==> src/rtl/param_fifo.sv <==
// param_fifo: single-clock FIFO, any depth >= 2, with occupancy flags,
// sticky error flags and either fall-through or registered read data.
module param_fifo #(
  parameter int WIDTH     = 8,
  parameter int DEPTH     = 8,
  parameter int AFULL_TH  = DEPTH - 2,
  parameter int AEMPTY_TH = 2,
  parameter bit FWFT      = 1'b1
) (
  input  logic                       clk,
  input  logic                       rst_n,
  input  logic                       clr,
  input  logic [WIDTH-1:0]           in,
  input  logic                       wr_en,
  input  logic                       rd_en,
  output logic [WIDTH-1:0]           out,
  output logic                       out_valid,
  output logic [$clog2(DEPTH+1)-1:0] count,
  output logic                       full,
  output logic                       empty,
  output logic                       almost_full,
  output logic                       almost_empty,
  output logic                       overflow,
  output logic                       underflow
);

  localparam int AW = (DEPTH > 1) ? $clog2(DEPTH) : 1;
  localparam int CW = $clog2(DEPTH + 1);

  localparam logic [CW-1:0] DEPTH_C = CW'(DEPTH);
  localparam logic [CW-1:0] AF_C    = CW'(AFULL_TH);
  localparam logic [CW-1:0] AE_C    = CW'(AEMPTY_TH);
  localparam logic [AW-1:0] LAST    = AW'(DEPTH - 1);

  logic [WIDTH-1:0] mem [DEPTH];
  logic [AW-1:0]    wr_ptr;
  logic [AW-1:0]    rd_ptr;
  logic             wr_acc;
  logic             rd_acc;

  // Pointers wrap explicitly so non-power-of-two depths work.
  function automatic logic [AW-1:0] inc(input logic [AW-1:0] p);
    return (p == LAST) ? '0 : p + 1'b1;
  endfunction

  assign full         = (count == DEPTH_C);
  assign empty        = (count == '0);
  assign almost_full  = (count >= AF_C);
  assign almost_empty = (count <= AE_C);

  assign wr_acc = wr_en && !full && !clr;
  assign rd_acc = rd_en && !empty && !clr;

  always_ff @(posedge clk) begin
    if (wr_acc) mem[wr_ptr] <= in;
  end

  always_ff @(posedge clk or negedge rst_n) begin
    if (!rst_n) begin
      wr_ptr    <= '0;
      rd_ptr    <= '0;
      count     <= '0;
      overflow  <= 1'b0;
      underflow <= 1'b0;
    end else if (clr) begin
      wr_ptr    <= '0;
      rd_ptr    <= '0;
      count     <= '0;
      overflow  <= 1'b0;
      underflow <= 1'b0;
    end else begin
      if (wr_acc) wr_ptr <= inc(wr_ptr);
      if (rd_acc) rd_ptr <= inc(rd_ptr);
      if (wr_en && full) overflow <= 1'b1;
      if (rd_en && empty) underflow <= 1'b1;
      unique case (1'b1)
        wr_acc && !rd_acc: count <= count + 1'b1;
        rd_acc && !wr_acc: count <= count - 1'b1;
        default: ;
      endcase
    end
  end

  if (FWFT) begin : g_fwft
    assign out       = empty ? '0 : mem[rd_ptr];
    assign out_valid = !empty;
  end else begin : g_reg
    always_ff @(posedge clk or negedge rst_n) begin
      if (!rst_n) begin
        out       <= '0;
        out_valid <= 1'b0;
      end else if (clr) begin
        out       <= '0;
        out_valid <= 1'b0;
      end else begin
        out_valid <= rd_acc;
        if (rd_acc) out <= mem[rd_ptr];
      end
    end
  end

endmodule

==> config.mk <==
export PLATFORM = sky130hd
export DESIGN_NAME = param_fifo
export DESIGN_NICKNAME = d
export VERILOG_FILES = /design/src/rtl/param_fifo.sv
export SDC_FILE = /design/constraint.sdc
export NUM_CORES = 1
export LEC_CHECK = 0
export BUFFER_PORTS_ARGS = -buffer_cell sky130_fd_sc_hd__buf_4
export CORE_MARGIN = 3
export CORE_UTILIZATION = 53
export CTS_BUF_LIST = sky130_fd_sc_hd__clkbuf_4 sky130_fd_sc_hd__clkbuf_8 sky130_fd_sc_hd__clkbuf_16
export CTS_CLUSTER_SIZE = 10
export DETAILED_ROUTE_END_ITERATION = 6
export GPL_TIMING_DRIVEN = 0
export PLACE_DENSITY = 0.75
export SYNTH_ARGS = -nofsm -noshare
export SYNTH_HDL_FRONTEND = slang
export SYNTH_SLANG_ARGS = --single-unit
export TNS_END_PERCENT = 10
==> constraint.sdc <==
create_clock -name clk -period 2.3 [get_ports clk]
set_input_delay 0.345 -clock clk [delete_from_list [all_inputs] [get_ports clk]]
set_output_delay 0.345 -clock clk [all_outputs]
set_load 0.01 [all_outputs]
# Word-level counts from Yosys, hierarchy flattened
# Memories as Yosys holds them, arrays and structs flattened.
# Cells that the tools add are included.
# op_classes
magnitude_cmp,2
mux,15
add_sub_neg,4
n_eq_ne,3
reduce_logical,19
# ops
cell,count
3-bit 2-to-1 mux,6
1-bit logical AND,8
8-bit 2-to-1 mux,1
4-bit case mux with 2 select lines,1
2-bit nonzero test,4
3-bit by 1-bit adder with 3-bit output (second input constant),2
3-bit == test (second input constant),2
1-bit 2-to-1 mux,6
1-bit zero test,5
4-bit by 1-bit adder with 4-bit output (second input constant),1
4-bit == test (second input constant),1
4-bit by 3-bit >= comparator with 1-bit output (second input constant),1
4-bit by 2-bit less-or-equal comparator with 1-bit output (second input constant),1
4-bit zero test,1
4-bit 2-to-1 mux,1
4-bit by 1-bit subtractor with 4-bit output (second input constant),1
3-bit nonzero test,1
# totals
in_bits,13
ram_bits,64
output_inout_bits,19
regBits,12
n_memories,1
# mem_list
memory,depth,word_bits,rd,rd_ports_with_merged_regs,wr,line_no,source
mem,8,8,1,0,1,35,logic [WIDTH-1:0] mem [DEPTH];

# Logic depth before layout (Yosys ltp)
# logic_depth
ltp_word,8
mapped_depth,11
ltp_nobuf,10

# Worst setup path before layout
# No wires, ideal clock.
# synth_timing
kind,register to register
start,reg count[2]
end,reg count[3]
setup_time_ns,0.125
stages_incl_launch_ff,11
path_buffers,1
arrival_time_ns,2.277
t_required_ns,2.175
period_less_slack_ns,2.402
path_slack_ns,-0.102
cell_sequence,dfrtp_1 > buf_6 > or4b_4 > clkinv_4 > nor2_4 > nor3_4 > ha_1 > a31o_2 > a31oi_1 > or3_1 > nand3_1
# synth_between
elab_chain_len,8
# synth_rtl
element,line_no,source
start: declaration,18,"output logic [$clog2(DEPTH+1)-1:0] count,"
start signal: assignment,77,wr_acc && !rd_acc: count <= count + 1'b1;
start signal: assignment,78,rd_acc && !wr_acc: count <= count - 1'b1;
4-bit == test (*),46,assign full = (count == DEPTH_C);
via full,19,"output logic full,"
1-bit zero test (*),51,assign wr_acc = wr_en && !full && !clr;
1-bit logical AND (*) (2 in series),51,
1-bit zero test,78,
1-bit logical AND,78,
4-bit case mux with 2 select lines,76,unique case (1'b1)
4-bit 2-to-1 mux,65,end else if (clr) begin
# Mark *: on every way through the listed nets, which the timed path passes. The rest lies on a longest branch.
# A chain may end at the register's enable or synchronous reset.

# Final worst setup path
# layout_timing
start,reg count[2]
end,reg count[2]
# layout_between
elab_chain_len,8
# layout_rtl
element,line_no
4-bit == test / 4-bit zero test (equally long branches),"46, 47"
"1-bit zero test, on equally long branches","51, 52"
"1-bit logical AND, on equally long branches (2 in series)","51, 52"
"1-bit zero test, on equally long branches","78, 77"
"1-bit logical AND, on equally long branches","78, 77"
4-bit case mux with 2 select lines,76
4-bit 2-to-1 mux,65
# Parallel ways exist; a longest one is shown, timed or not.

==> flow_metrics.env <==
export IMPL_fmax_ghz=0.4173
export IMPL_dp_cells=312
export IMPL_place_congestion=0.8366
export IMPL_final_cell_mix="64 x edfxtp_1, 44 x buf_4, 16 x nor2_1, 16 x mux4_2"
export IMPL_worstHoldStart="in[0]"
export IMPL_cts_root_buf="clkbuf_8"
export IMPL_timing_slew_headroom=0.4430
export IMPL_wl_um=6713
export IMPL_vias=1993
export IMPL_diodes=0
export IMPL_grt_pass1_wl_um=10670
export IMPL_ant_nets=0
export IMPL_crit_family="simple AND/OR/NAND/NOR gates"
export IMPL_area_growth_pct=24.48
export IMPL_cp_arrival_ns=2.66
export IMPL_critPathMaxStageDelay_ns=0.52
export IMPL_cp_start_kind="register"
export IMPL_die_y_um=85.54
export IMPL_skew_ns=0.009526
export IMPL_synth_edf_count=64
export IMPL_cts_sinks=76
export IMPL_hold_class="in2reg"
export IMPL_clk_path_buf_depth=2
export IMPL_finalPower_w=0.004327
export IMPL_final_max_slew_viol_count=0
export IMPL_min_period_ns=2.396
export IMPL_antenna_found_initial=0
export IMPL_crit_start="count[2]"
export IMPL_maxCapViolations=0
export IMPL_dp_hpwl_um=4176
export IMPL_busiest_layer="met2"
export IMPL_hold_worst_slack_ns=0.2293
export IMPL_die_x_um=85.54
export IMPL_cts_made_buffers=9
export IMPL_rows=28
export IMPL_yosysUniqueCellTypes=39
export IMPL_hold_viol=0
export IMPL_synth_largest_area_cell="edfxtp_1"
export IMPL_synthCells=206
export IMPL_endpoint_kind="register"
export IMPL_grt_overflow=0
export IMPL_use_met1=0.2739
export IMPL_dr_pass1_iters=4
export IMPL_synthTopCellsByArea="edfxtp_1 57%, mux4_2 11%, dfrtp_1 9.0%"
export IMPL_final_common_cell="edfxtp_1"
export IMPL_ys_warn_count=0
export IMPL_rsz0062_at_grt="yes"
export IMPL_syn_nets=225
export IMPL_grt_pass1_vias=1975
export IMPL_r2r_start="count[2]"
export IMPL_dieArea_sq_um=7317
export IMPL_period_share=1.042
export IMPL_avgViaCountPerCell=5.794
export IMPL_slowest_stage="or4b_4"
export IMPL_yosysSeqAreaShare=0.6627
export IMPL_post_synth_top_area_fraction=0.5731
export IMPL_synth_ff_type="edfxtp_1"
export IMPL_violations="setup timing"
export IMPL_gr_usage_met2=0.3143
export IMPL_start_util=0.5565
export IMPL_drtIter0Drc=144
export IMPL_grt_met3_usage=0.05283
export IMPL_status="finished, violations left"
export IMPL_htree_levels=3
export IMPL_setup_viol=8
export IMPL_p_per_area_nw_per_um2=1037
export IMPL_worstPathCellList="buf_6, or4b_4, clkinv_4, nor2_4, nor3_4, xor2_1, ha_2, o41a_1, o221ai_1, a21o_1, a31oi_1"
export IMPL_avgRoutedWirePerCell_um=19.51
export IMPL_ys_ff_latch=76
export IMPL_avgSynthCellArea_sq_um=16.28
export IMPL_crit_path_max_fanout=5
export IMPL_finalSetupTns_ns=-0.1967
export IMPL_drive_gt1_frac=0.4015
export IMPL_cts_tree="yes"
export IMPL_clk_pin_slew_worst_paths_ns=0.07
export IMPL_drcViolationCount=0
export IMPL_synth_area_sq_um=3353
export IMPL_finish_utilization=0.6927
export IMPL_nNetsFinal=283
export IMPL_power_leakage_nw=1.498
export IMPL_worst_setup_path_type="reg2reg"
export IMPL_grt_max_degree=13
export IMPL_portBuffers=31
export IMPL_grt_total_usage=0.1994
export IMPL_peakVddDrop_mv=0.7812
export IMPL_insertion_delay_ns=0.34
export IMPL_ioPinCount=32
export IMPL_core_area_sq_um=6026
export IMPL_synthArstFlopShare=0.1579
export IMPL_stdcell_count=344
export IMPL_worst_slew_pin_transition_ns=0.8355
export IMPL_cp_required_ns=2.56
export IMPL_fin_ws_ns=-0.09622
export IMPL_path_buf_inv=2
-- metal layers --
metal | vias to the layer above | part of all wire
met1 | 988 | 0.43
met2 | 61 | 0.50
li1 | 929 | -
met5 | - | 0
met3 | 15 | 0.057
met4 | 0 | 0.014
-- cell families after synthesis --
logic type / synth area share
simple gates: 0.09030
xor+xnor: 0.007837
fa+ha+maj: 0.02239
flops: 0.6627
buf+inv: 0.02500
compound gates: 0.05746
mux: 0.1343
-- synthesized netlist by cell type (all sizes together), types with 3 or more instances --
cell type / number
edfxtp: 64
nor2: 19
mux4: 16
dfrtp: 12
nand2: 11
mux2i: 9
a21oi: 8
buf: 8
ha: 6
clkbuf: 5
nor3: 5
nor3b: 5
or3: 4
inv: 3
nand3b: 3
-- power breakdown --
group          total (W)  internal (W)  switching [W]
Sequential       0.00165       0.00157      0.0000733
Combinational    0.00169      0.000882       0.000804
Clock           0.000994      0.000547       0.000447
-- through the flow --
stage	worst slack [ns]	cell area, sq um
global route	-0.2415	4174
detailed placement	-0.2363	3710
CTS	-0.1088	4053
floorplan	-0.1023	3353
global placement	-0.7085	3680
finish	-0.09622	4174
-- flip-flops by register name (all words and copies together) (netlist names) --
signal,cells
overflow,1
rd_ptr,3
count,4
underflow,1
mem,64
wr_ptr,3
-- what timing repair did --
| action | CTS | global route |
|---|---|---|
| hold buffers | 1 | 0 |
| pin swaps | 3 | 9 |
| endpoints found under the setup margin | 76 | 60 |
| resized for setup | 23 | 10 |
| endpoints found under the hold margin | 12 | 0 |
| buffers inserted | 6 | 9 |
-- final cells by class --
cell class / instances / area (sq um)
flip-flops and latches: 76 / 2223
fillers: 405 / 1852
multi-input cells: 113 / 1152
repair buffers: 47 / 371.6
clock buffers: 13 / 153.9
plain buffers: 13 / 118.9
well taps: 75 / 93.84
clock inverters: 3 / 40.04
inverters: 4 / 20.02
-- path summary, 6_finish.rpt --
check | to | slack, ns | cells past startpoint
worst max-delay path | count[2] | -0.1 | 11
worst min-delay path | mem[7][0] | 0.23 | 1
worst max register to register | count[2] | -0.1 | 11
worst min register to register | overflow | 0.53 | 2
max in group asynchronous | count[1] | 1.75 | 2
min in group asynchronous | overflow | 0.37 | 2
Power figures use the tool's default switching activity.
